File: src/rtl/ifu_pkg.sv
// Shared types and constants for the instruction fetch unit.
//   INST_W / PC_W : instruction word and byte-address widths
//   ifu_entry_t   : prefetch buffer entry {code, pc}
//   ifu_state_t   : fetch FSM encoding (BOOT, RUN)
package ifu_pkg;

    localparam int unsigned INST_W = 32;
    localparam int unsigned PC_W   = 32;

    typedef struct packed {
        logic [INST_W-1:0] code;
        logic [PC_W-1:0]   pc;
    } ifu_entry_t;

    typedef enum logic {
        IFU_BOOT = 1'b0,
        IFU_RUN  = 1'b1
    } ifu_state_t;

    // Clear the byte-offset bits of a byte address.
    function automatic logic [PC_W-1:0] word_align(input logic [PC_W-1:0] pc);
        return pc & ~PC_W'(3);
    endfunction

endpackage

File: src/rtl/ifu_fifo.sv
// Prefetch buffer: synchronous FIFO of DEPTH ifu_entry_t entries.
// Ports:
//   clka, rsta      : clock, asynchronous active-low reset
//   push, push_data : write one entry (caller never pushes when full)
//   pop             : retire head entry (caller never pops when empty)
//   flush           : empty the FIFO; dominates push and pop
//   head            : entry at the read pointer
//   count           : number of valid entries, 0..DEPTH
module ifu_fifo
    import ifu_pkg::*;
#(
    parameter int unsigned  DEPTH = 4,
    localparam int unsigned PTR_W = $clog2(DEPTH),
    localparam int unsigned CNT_W = PTR_W + 1
) (
    input  logic             clka,
    input  logic             rsta,
    input  logic             push,
    input  ifu_entry_t       push_data,
    input  logic             pop,
    input  logic             flush,
    output ifu_entry_t       head,
    output logic [CNT_W-1:0] count
);

    ifu_entry_t       mem [DEPTH];
    logic [PTR_W-1:0] wr_ptr;
    logic [PTR_W-1:0] rd_ptr;

    // Pointers wrap naturally because DEPTH is a power of two.
    always_ff @(posedge clka or negedge rsta) begin
        if (!rsta) begin
            wr_ptr <= '0;
            rd_ptr <= '0;
            count  <= '0;
        end else if (flush) begin
            wr_ptr <= '0;
            rd_ptr <= '0;
            count  <= '0;
        end else begin
            if (push) begin
                wr_ptr <= wr_ptr + PTR_W'(1);
            end
            if (pop) begin
                rd_ptr <= rd_ptr + PTR_W'(1);
            end
            case ({push, pop})
                2'b10:   count <= count + CNT_W'(1);
                2'b01:   count <= count - CNT_W'(1);
                default: count <= count;
            endcase
        end
    end

    // Storage needs no reset; the owner qualifies head with count.
    always_ff @(posedge clka) begin
        if (push && !flush) begin
            mem[wr_ptr] <= push_data;
        end
    end

    assign head = mem[rd_ptr];

endmodule

File: src/rtl/inst_fetch_unit.sv
// Instruction fetch unit: issues word reads to a synchronous ROM, buffers
// the returned words with their PCs in a DEPTH-entry prefetch FIFO and
// presents the head to decode. Redirects flush everything and restart.
// Ports:
//   clka, rsta           : clock, asynchronous active-low reset
//   rom_en, rom_addr     : ROM read request and word address
//   rom_data             : ROM read data, one cycle after rom_en
//   redir_valid/redir_pc : redirect request and byte target
//   inst_valid/ready     : head instruction handshake
//   inst_code/pc/pc4     : head word, its byte address, and address + 4
//   fetch_cnt, flush_cnt : saturating issue/redirect counters, only when
//                          the IFU_STATS_EN macro is defined
module inst_fetch_unit
    import ifu_pkg::*;
#(
    parameter int unsigned     DEPTH    = 4,
    parameter int unsigned     ADDR_W   = 6,
    parameter logic [PC_W-1:0] RESET_PC = 32'h0
) (
    input  logic              clka,
    input  logic              rsta,
    output logic              rom_en,
    output logic [ADDR_W-1:0] rom_addr,
    input  logic [INST_W-1:0] rom_data,
    input  logic              redir_valid,
    input  logic [PC_W-1:0]   redir_pc,
    output logic              inst_valid,
    input  logic              inst_ready,
    output logic [INST_W-1:0] inst_code,
    output logic [PC_W-1:0]   inst_pc,
    output logic [PC_W-1:0]   inst_pc4
`ifdef IFU_STATS_EN
    ,
    output logic [15:0]       fetch_cnt,
    output logic [15:0]       flush_cnt
`endif
);

    localparam int unsigned CNT_W = $clog2(DEPTH) + 1;
    localparam int unsigned OCC_W = CNT_W + 1;

    ifu_state_t       state;
    logic [PC_W-1:0]  fetch_pc;
    logic [PC_W-1:0]  inflight_pc;
    logic             inflight;
    logic [CNT_W-1:0] count;
    logic [OCC_W-1:0] occupancy;
    logic             issue;
    logic             push;
    logic             pop;
    ifu_entry_t       push_entry;
    ifu_entry_t       head;

    // Reserve a slot for the outstanding read; a pop this cycle is not credited.
    assign occupancy = OCC_W'(count) + OCC_W'(inflight);
    assign issue     = (state == IFU_RUN) && !redir_valid && (occupancy < OCC_W'(DEPTH));

    // A redirect kills the response arriving this cycle and overrides any pop.
    assign push       = inflight && !redir_valid;
    assign pop        = inst_valid && inst_ready && !redir_valid;
    assign push_entry = {rom_data, inflight_pc};

    assign rom_en   = issue;
    assign rom_addr = fetch_pc[ADDR_W+1:2];

    // Fetch FSM and PC / inflight tracking.
    always_ff @(posedge clka or negedge rsta) begin
        if (!rsta) begin
            state       <= IFU_BOOT;
            fetch_pc    <= word_align(RESET_PC);
            inflight    <= 1'b0;
            inflight_pc <= '0;
        end else begin
            case (state)
                IFU_BOOT: state <= IFU_RUN;
                IFU_RUN:  state <= IFU_RUN;
                default:  state <= IFU_BOOT;
            endcase
            if (redir_valid) begin
                fetch_pc <= word_align(redir_pc);
            end else if (issue) begin
                fetch_pc <= fetch_pc + PC_W'(4);
            end
            inflight <= issue;
            if (issue) begin
                inflight_pc <= fetch_pc;
            end
        end
    end

    ifu_fifo #(
        .DEPTH (DEPTH)
    ) u_fifo (
        .clka      (clka),
        .rsta      (rsta),
        .push      (push),
        .push_data (push_entry),
        .pop       (pop),
        .flush     (redir_valid),
        .head      (head),
        .count     (count)
    );

    // Head fields read as zero whenever the buffer is empty.
    assign inst_valid = (count != '0);
    assign inst_code  = inst_valid ? head.code : '0;
    assign inst_pc    = inst_valid ? head.pc : '0;
    assign inst_pc4   = inst_valid ? (head.pc + PC_W'(4)) : '0;

`ifdef IFU_STATS_EN
    // Saturating issue and redirect counters.
    always_ff @(posedge clka or negedge rsta) begin
        if (!rsta) begin
            fetch_cnt <= '0;
            flush_cnt <= '0;
        end else begin
            if (issue && (fetch_cnt != 16'hFFFF)) begin
                fetch_cnt <= fetch_cnt + 16'd1;
            end
            if (redir_valid && (flush_cnt != 16'hFFFF)) begin
                flush_cnt <= flush_cnt + 16'd1;
            end
        end
    end
`endif

endmodule
File: config.mk
export PLATFORM = sky130hd
export DESIGN_NAME = inst_fetch_unit
export DESIGN_NICKNAME = d
export VERILOG_FILES = /design/src/rtl/ifu_pkg.sv /design/src/rtl/ifu_fifo.sv /design/src/rtl/inst_fetch_unit.sv
export SDC_FILE = /design/constraint.sdc
export NUM_CORES = 1
export LEC_CHECK = 0
export BUFFER_PORTS_ARGS = -buffer_cell sky130_fd_sc_hd__buf_2
export CAP_MARGIN = 20
export CORE_MARGIN = 8
export CORE_UTILIZATION = 40
export CTS_BUF_LIST = sky130_fd_sc_hd__clkbuf_8 sky130_fd_sc_hd__clkbuf_16
export DETAILED_ROUTE_END_ITERATION = 7
export PLACE_DENSITY = 0.56
export SLEW_MARGIN = 20
export SYNTH_ARGS = -nofsm -noshare
export SYNTH_HDL_FRONTEND = slang
export SYNTH_SLANG_ARGS = --single-unit
File: constraint.sdc
create_clock -name clka -period 4 [get_ports clka]
set_clock_uncertainty 0.2 [all_clocks]
set_input_delay 0.2 -clock clka [delete_from_list [all_inputs] [get_ports clka]]
set_output_delay 0.2 -clock clka [all_outputs]
set_load 0.005 [all_outputs]
==> flow_metrics.tcl, run 1 <==
set metrics [dict create \
    dp.final_hpwl_microns 20310 \
    slew_viol_final 0 \
    timing.final.hold_violations 0 \
    area_delta_synth_final_pct 22.34 \
    syn_inst 903 \
    path_max_fanout 24 \
    ys_warn_count 0 \
    cts_setup_buffers 0 \
    power.internal_mw 6.729 \
    p_leak_nw 6.242 \
    setup_viol_count_final 0 \
    grt_pass1_wl_microns 48710 \
    max-vdd-ir-drop_mv 0.3026 \
    fmax_ghz 0.2707 \
    fin_crit_sh_pct 92.34 \
    ys.flop_type "edfxtp_1" \
    slew_headroom_pct 46.31 \
    first_pass_iters 7 \
    crit_slowest_cell "dfrtp_4" \
    worstPathCellList "buf_4 -> mux2_2 -> nor4_4 -> nand2_2 -> nor2_1 -> mux2_1 -> buf_2" \
    p_comb_share_pct 25.3 \
    reg2reg_to "u_fifo.count[2]" \
    tns_ns 0 \
    critPathKind "reg2out" \
    start_util_pct 40.49 \
    worst_slew_pin_slew_ns 0.8054 \
    synth_edf_count 248 \
    whs_ns 0.08515 \
    wire_per_inst_microns 19.27 \
    synth_area_leader_cell "edfxtp_1" \
    cts_resized 0 \
    critPathCaptureType "output port" \
    routed_wirelength_microns 31090 \
    cts_sinks 317 \
    drt.antenna.violating_nets 0 \
    clockPowerShare_pct 29.5 \
    clk_latency_ns 0.52 \
    gp_congestion 0.7744 \
    reg2regPathDepth 10 \
    rows 67 \
    synthesis.area_sq_um 13540 \
    switching_share_pct 30.77 \
    die_w_microns 200.0 \
    syn_avg_cell_area_sq_um 15.00 \
    switchingPower_mw 2.991 \
    layout-drive-gt1-share_pct 26.95 \
    ys_ff_latch 317 \
    grt_start_max_net_pins 65 \
    grt_overflow 0 \
    cts_hold_buf 66 \
    cts_made_buffers 35 \
    synth.area.top_cells "edfxtp_1, dfrtp_1, mux4_2, nand2_1, and2_1" \
    antenna_found_initial 0 \
    crit_start "u_fifo.rd_ptr[0]" \
    io_pins 172 \
    grt_setup_unrepaired "no" \
    routed_via_density 5.080 \
    via_count 8194 \
    h-tree-depth 2 \
    nets 1215 \
    hold_path.class "in2async" \
    synth_top_area_share_pct 54.99 \
    track_usage_pct 15.53 \
    critPathMaxStageDelay_ns 0.73 \
    drcViolationCount 0 \
    synth_cell_type_count 55 \
    arrival_ns 3.29 \
    fill_cells 2882 \
    synth_seq_area_share_pct 67.74 \
    drtIter0Drc 478 \
    r2r_slack_ns 1.27 \
    run_status "complete, no violations" \
    antennaDiodeCount 0 \
    finalCriticalPeriod_ns 3.693 \
    maxCapViolations 0 \
    clk_pin_slew_ns 0.06 \
    power.share.sequential_pct 45.2 \
    cts_tree "done" \
    clk_path_buf_depth 3 \
    fin_area_sq_um 16570 \
    powerDensity_nw_per_um2 586.7 \
    grt_pass1_vias 8565 \
    critPathLaunchType "flip-flop" \
    timing.rr.start "u_fifo.count[1]" \
    required_ns 3.60 \
    synthTopCellsByCount "edfxtp_1, nand2_1, and2_1, dfrtp_1, mux4_2" \
    endpoint "inst_pc4[31]" \
    cts-root-buf "clkbuf_16" \
    die-height_microns 200.0 \
    place_area_sq_um 14880 \
    dieArea_sq_um 40000 \
    io_buffers 165 \
    synth-async-reset-ratio_pct 21.77 \
    coreArea_sq_um 33450 \
    synthMostInstantiatedCell "edfxtp_1" \
]
## placed cells by master (no fill, tap or decap), drive strengths merged, types with 4 or more instances in the layout
cell type,instances
dfrtp,69
a21oi,12
edfxtp,248
inv,18
mux4,61
ha,6
conb,5
buf,189
nor3,7
nor3b,6
a221o,6
clkinv,18
and2,70
nand2,131
xnor2,9
a31oi,4
dlygate4sd3,66
clkbuf,36
nand3,26
and3,9
nor2,48
nand4,18
nor4,6
o211ai,5
o21ai,30
mux2i,4
or3,7
o311ai,9
xor2,21
## cell families after synthesis
group           synth area share, %
simple gates                  12.80
flops                         67.74
compound gates                3.493
buf+inv                       2.495
mux                           10.77
xor+xnor                      1.940
fa+ha+maj                    0.7022
other cells                 0.05546
## layout make-up
type                       count  area (sq um)  area share (%)
sequential                   317          9179           55.40
multi-input combinational    521          4056           24.48
timing repair buffer         255          1704           10.29
clock buffer                  36         889.6           5.370
tap                          448         560.5           3.383
clock inverter                26         140.1          0.8459
inverter                      10         37.54          0.2266
## sequential cells by signal, indices dropped and copies added, names as in the netlist
register       count
fetch_pc          30
inflight           1
inflight_pc       30
state              1
u_fifo.count       3
u_fifo.mem       248
u_fifo.rd_ptr      2
u_fifo.wr_ptr      2
## routing by layer
layer / track usage, % / vias up / wire length (microns)
met5: 0 / - / 0
met4: 4.169 / 0 / 604
met3: 2.431 / 49 / 1477
met2: 25.19 / 173 / 14660
met1: 21.61 / 4112 / 14340
li1: - / 3860 / -
## how the worst min path moves through the flow
stage	to	start	cells past startpoint	slack, ns
after floorplan	fetch_pc[10]	rsta	0	-0.30
after global placement	fetch_pc[8]	rsta	1	0.10
after detailed placement	fetch_pc[8]	rsta	1	0.11
after CTS	fetch_pc[8]	rsta	2	0.09
after global routing	inflight_pc[7]	rsta	2	0.15
final	inflight_pc[7]	rsta	2	0.09
## power groups by stage
stage               clock network [mW]  logic [mW]  registers, mW
floorplan                            0        1.50           4.26
global placement                     0        2.46           4.44
detailed placement                   0        2.48           4.47
CTS                               2.95        2.54           4.40
global route                      3.07        2.73           4.45
finish                            2.87        2.46           4.40
## worst max-delay path: cells and delay by family, from the launching register on
family        cells  cell delay [ns]
flops             1             0.73
buf+inv           2             0.49
mux               2             0.81
simple gates      3             0.73
## through the flow
step	power [mW]	setup slack (ns)	utilization [%]	instances
final	9.720	0.3065	49.53	1613
after global routing	10.26	0.1319	49.53	1613
after CTS	9.886	0.2036	49.53	1613
after detailed placement	6.941	0.7595	44.48	1485
after global placement	6.907	0.7736	44.48	1485
after floorplan	5.754	1.092	-	906
Note: power is estimated with default switching activity, not from simulation.
==> run 2, diff against run 1 <==
- BUFFER_PORTS_ARGS: -buffer_cell sky130_fd_sc_hd__buf_2 -> unset
- DONT_BUFFER_PORTS: unset -> 1
- PLACE_DENSITY: 0.56 -> 0.51
==> run 2 against run 1 <==
Net effect:
- routed wire length down 0.41%
- highest routed layer unchanged
- count of clock-buffer cells in the layout is 4 higher
- non-clock buffer count decreased by 168
- largest cell class unchanged
==> flow_metrics.tcl, run 2 (same netlist as run 1, synthesis figures left out) <==
set metrics [dict create \
    run_status "complete, no violations" \
    clk_pin_slew_ns 0.06 \
    gp_congestion 0.7386 \
    layout_common_cells "edfxtp_1, nand2_1, dfrtp_1, dlygate4sd3_1, and2_1" \
    drt.antenna.violating_nets 0 \
    start_util_pct 40.49 \
    arrival_ns 3.30 \
    clk_latency_ns 0.51 \
    worst_slew_pin_slew_ns 0.7792 \
    routed_wirelength_microns 30960 \
    gr-usage-met1_pct 22.15 \
    io_buffers 0 \
    antenna_found_initial 0 \
    final_common_cell "edfxtp_1" \
    hold_path.class "in2async" \
    drcViolationCount 0 \
    finalCriticalPeriod_ns 3.697 \
    wire_per_inst_microns 21.38 \
    power.share.sequential_pct 46.5 \
    p_leak_nw 5.512 \
    whs_ns 0.04459 \
    h-tree-depth 2 \
    top_usage_layer "met2" \
    track_usage_pct 15.37 \
    reg2reg_to "u_fifo.count[2]" \
    cts_made_buffers 36 \
    post-route-util_pct 47.39 \
    maxCapViolations 0 \
    path_max_fanout 24 \
    fin_crit_sh_pct 92.42 \
    nets 1048 \
    layout-drive-gt1-share_pct 14.90 \
    cts_sinks 317 \
    io_pins 172 \
    setup_viol_count_final 0 \
    required_ns 3.60 \
    r2r_slack_ns 0.85 \
    largest_reg_flops 248 \
    critPathKind "reg2out" \
    rows 67 \
    power.internal_mw 6.566 \
    routed_via_density 5.249 \
    switching_share_pct 30.48 \
    via_count 7600 \
    grt_setup_unrepaired "no" \
    cts_setup_buffers 0 \
    area_delta_synth_final_pct 17.06 \
    grt_pass1_vias 7697 \
    dieArea_sq_um 40000 \
    reg.largest.list "u_fifo.mem (248), fetch_pc (30), inflight_pc (30)" \
    grt_start_max_net_pins 70 \
    slew_headroom_pct 47.65 \
    fmax_ghz 0.2705 \
    tns_ns 0 \
    cts_hold_buf 69 \
    max-vdd-ir-drop_mv 0.3082 \
    critPathLaunchType "flip-flop" \
    grt.met3_usage_pct 2.749 \
    cts_tree "done" \
    cts_resized 0 \
    use_met2_pct 24.13 \
    first_pass_iters 4 \
    switchingPower_mw 2.879 \
    drtIter0Drc 421 \
    critPathCaptureType "output port" \
    grt_pass1_wl_microns 47310 \
    die-height_microns 200.0 \
    reg2regPathDepth 11 \
    p_comb_share_pct 21.2 \
    timing.final.hold_violations 0 \
    slew_viol_final 0 \
    clk_path_buf_depth 3 \
    antennaDiodeCount 0 \
    clockPowerShare_pct 32.2 \
    coreArea_sq_um 33450 \
    powerDensity_nw_per_um2 595.8 \
    dp.final_hpwl_microns 19750 \
    die_w_microns 200.0 \
    total_power_mw 9.445 \
    grt_overflow 0 \
    timing.rr.start "u_fifo.count[1]" \
    top_register "u_fifo.mem" \
    cts-root-buf "clkbuf_16" \
]
==> run 2: power groups by stage <==
stage	logic, mW	clock network [mW]	registers, mW
5_1_grt	2.23	3.25	4.45
4_1_cts	2.08	3.14	4.40
6_report	2.01	3.04	4.39
2_1_floorplan	1.50	0	4.26
3_3_place_gp	1.96	0	4.45
3_5_place_dp	1.97	0	4.46
==> run 2: metrics by stage <==
step	cell area [sq um]	instances	setup slack, ns
finish	15850	1448	0.3034
global route	15850	1448	0.07754
detailed placement	14020	1314	0.7271
global placement	14020	1314	0.7260
floorplan	13550	906	1.092
CTS	15850	1448	0.1936
==> run 2: metal layers <==
metal  part of all wire [%]  up-vias
met1                     46     3836
li1                       -     3534
met4                    1.5        0
met2                     46      190
met3                    5.7       40
met5                      0        -
==> run 2: cell type report <==
cell class	instances	area [sq um]
clock buffer	40	967.2
timing repair buffer	87	903.4
sequential	317	9179
multi-input combinational	521	4059
fill	2900	17600
inverter	10	37.54
clock inverter	25	145.1
tap	448	560.5
==> run 2: worst max-delay path by stage <==
stage | startpoint | to | slack (ns) | depth (start not counted)
CTS | u_fifo.rd_ptr[0] | inst_pc4[30] | 0.19 | 7
detailed placement | u_fifo.rd_ptr[0] | inst_pc4[30] | 0.73 | 7
global placement | u_fifo.rd_ptr[0] | inst_pc4[30] | 0.73 | 7
finish | u_fifo.rd_ptr[0] | inst_pc4[30] | 0.30 | 7
global route | u_fifo.rd_ptr[0] | inst_pc4[30] | 0.08 | 7
floorplan | inflight | u_fifo.mem[0][10] | 1.09 | 3
==> run 2: worst max-delay path: stages (launching register included) <==
cell	delay, ns
dfrtp_4	0.68
mux4_2	0.49
ha_1	0.21
nand4_1	0.12
nor3_1	0.62
nand4_1	0.23
xor2_1	0.22
nor2_1	0.21
==> run 3, diff against run 2 <==
- CORE_MARGIN: 8 -> 1.5
==> run 3 against run 2 <==
Net effect:
- highest routed layer unchanged
- global-route usage is 1.7 points higher
- core utilization hardly changed
- non-clock buffer count up 1
- count of clock-buffer cells in the layout down 2
- fmax increased by 0.83%
- hold slack worse by 0.042 ns
- flip-flop and latch count did not move
==> flow_metrics.tcl, run 3 (same netlist as run 1, synthesis figures left out) <==
set metrics [dict create \
    run_status "complete, no violations" \
    setup_viol_count_final 0 \
    grt_start_max_net_pins 70 \
    drcViolationCount 0 \
    fmax_ghz 0.2728 \
    cts_setup_buffers 0 \
    hold_path.class "in2async" \
    max-vdd-ir-drop_mv 0.3938 \
    grt_overflow 0 \
    required_ns 3.60 \
    clk_path_buf_depth 3 \
    reg.largest.list "u_fifo.mem (248), fetch_pc (30), inflight_pc (30)" \
    routed_via_density 5.210 \
    r2r_slack_ns 0.78 \
    track_usage_pct 17.08 \
    crit_slowest_cell "dfrtp_4" \
    multi_input_area_sq_um 4056 \
    h-tree-depth 2 \
    cts_hold_buf 69 \
    grt_pass1_wl_microns 46170 \
    area_delta_synth_final_pct 17.16 \
    final_common_cell "edfxtp_1" \
    via_count 7529 \
    layout_common_cells "edfxtp_1, nand2_1, dfrtp_1, dlygate4sd3_1, and2_1" \
    layout-drive-gt1-share_pct 14.34 \
    worst-path-stages 6 \
    dieArea_sq_um 34970 \
    critPathLaunchType "flip-flop" \
    grt_setup_unrepaired "no" \
    critPathKind "reg2out" \
    cts-root-buf "clkbuf_16" \
    cp.buffers_inverters 0 \
    timing.final.hold_violations 0 \
    seqCellArea_sq_um 9179 \
    finalCriticalPeriod_ns 3.666 \
    gp_congestion 0.7549 \
    nets 1049 \
    die-height_microns 187.0 \
    grt_pass1_vias 7751 \
    rows 67 \
    io_buffers 0 \
    dp.final_hpwl_microns 18270 \
    clk_latency_ns 0.51 \
    cpLargestDelayFamily "simple AND/OR/NAND/NOR gates" \
    cts_sinks 317 \
    clk_pin_slew_ns 0.06 \
    cts_resized 0 \
    wire_per_inst_microns 20.39 \
    p_leak_nw 5.528 \
    start_util_pct 40.49 \
    first_pass_iters 5 \
    tns_ns 0 \
    drtIter0Drc 471 \
    slew_viol_final 0 \
    powerDensity_nw_per_um2 594.0 \
    drt.antenna.violating_nets 0 \
    maxCapViolations 0 \
    antenna_found_initial 0 \
    die_w_microns 187.0 \
    io_pins 172 \
    antennaDiodeCount 0 \
    coreArea_sq_um 33450 \
    largest_reg_flops 248 \
    reg2regPathDepth 10 \
    arrival_ns 3.27 \
    fin_crit_sh_pct 91.65 \
    critPathMaxStageDelay_ns 0.81 \
    worst_slew_pin_slew_ns 0.8302 \
    worstPathCellList "mux4_1 -> nand4_1 -> nor4_4 -> nand2_2 -> nor2_1 -> mux2_1" \
    routed_wirelength_microns 29460 \
    path_max_fanout 29 \
    slew_headroom_pct 44.14 \
    fill_cells 2919 \
    top_register "u_fifo.mem" \
    critPathCaptureType "output port" \
    cts_made_buffers 36 \
    cts_tree "done" \
    total_power_mw 9.423 \
]
## run 3: cell types whose count changed in the layout (fill, tap and decap cells not counted), moves of 2 or more
cell,previous run,this run
inv_1,17,21
buf_12,5,7
clkinv_1,6,4
clkinvlp_4,2,0
clkbuf_8,3,1
clkinv_2,6,2
## run 3: final timing paths
kind / startpoint / end
min reg2reg: inflight_pc[23] / u_fifo.mem[2][23]
max in group asynchronous: rsta / u_fifo.rd_ptr[0]
min: rsta / inflight_pc[6]
min in group clka: redir_valid / u_fifo.mem[1][61]
max reg2reg: u_fifo.count[0] / u_fifo.count[2]
max: u_fifo.rd_ptr[0] / inst_pc4[31]
## run 3: final cells by class
cell class                      count  share of cell area, %
Clock inverter                     23                 0.9858
Sequential cell                   317                  57.85
Timing Repair Buffer               88                  5.899
Inverter                           10                 0.2366
Multi-Input combinational cell    521                  25.57
Clock buffer                       38                  5.923
Tap cell                          448                  3.533
## run 3: metrics by stage
step / area (sq um) / utilization [%] / hold WS (ns) / cells / worst slack (ns)
after floorplan: 13550 / - / -0.2956 / 906 / 1.092
after global placement: 14050 / 42.01 / -0.2918 / 1315 / 0.8231
after detailed placement: 14050 / 42.01 / -0.2915 / 1315 / 0.7605
after CTS: 15870 / 47.43 / 0.02007 / 1445 / 0.2238
after global routing: 15870 / 47.43 / 0.03640 / 1445 / 0.05442
final: 15870 / 47.43 / 0.002779 / 1445 / 0.3340
## run 3: routing by layer
layer | wire length (microns) | part of all wire (%) | track usage, % | vias to the layer above
met1 | 14260 | 48 | 25.26 | 3797
met3 | 1141 | 3.9 | 2.833 | 40
met4 | 455 | 1.5 | 4.249 | 0
met2 | 13600 | 46 | 26.42 | 166
li1 | - | - | - | 3526
met5 | 0 | 0 | 0 | -
## run 3: report_power, final
group / switching [mW] / leakage [nW] / internal, mW / total [mW]
logic: 1.23 / 1.84 / 0.758 / 1.98
registers: 0.382 / 3.11 / 4.01 / 4.40
clock network: 1.23 / 0.583 / 1.82 / 3.04
## run 3: worst register-to-register path: stages, from the launching register on
cell and delay, ns:
dfrtp_1 0.45, nor3_2 0.24, inv_2 0.26, nand2_1 0.30
nor3_1 0.09, fa_1 0.38, or3_1 0.37, nand2_1 0.08
xnor2_1 0.11, nor2_1 0.06, dlygate4sd3_1 0.56
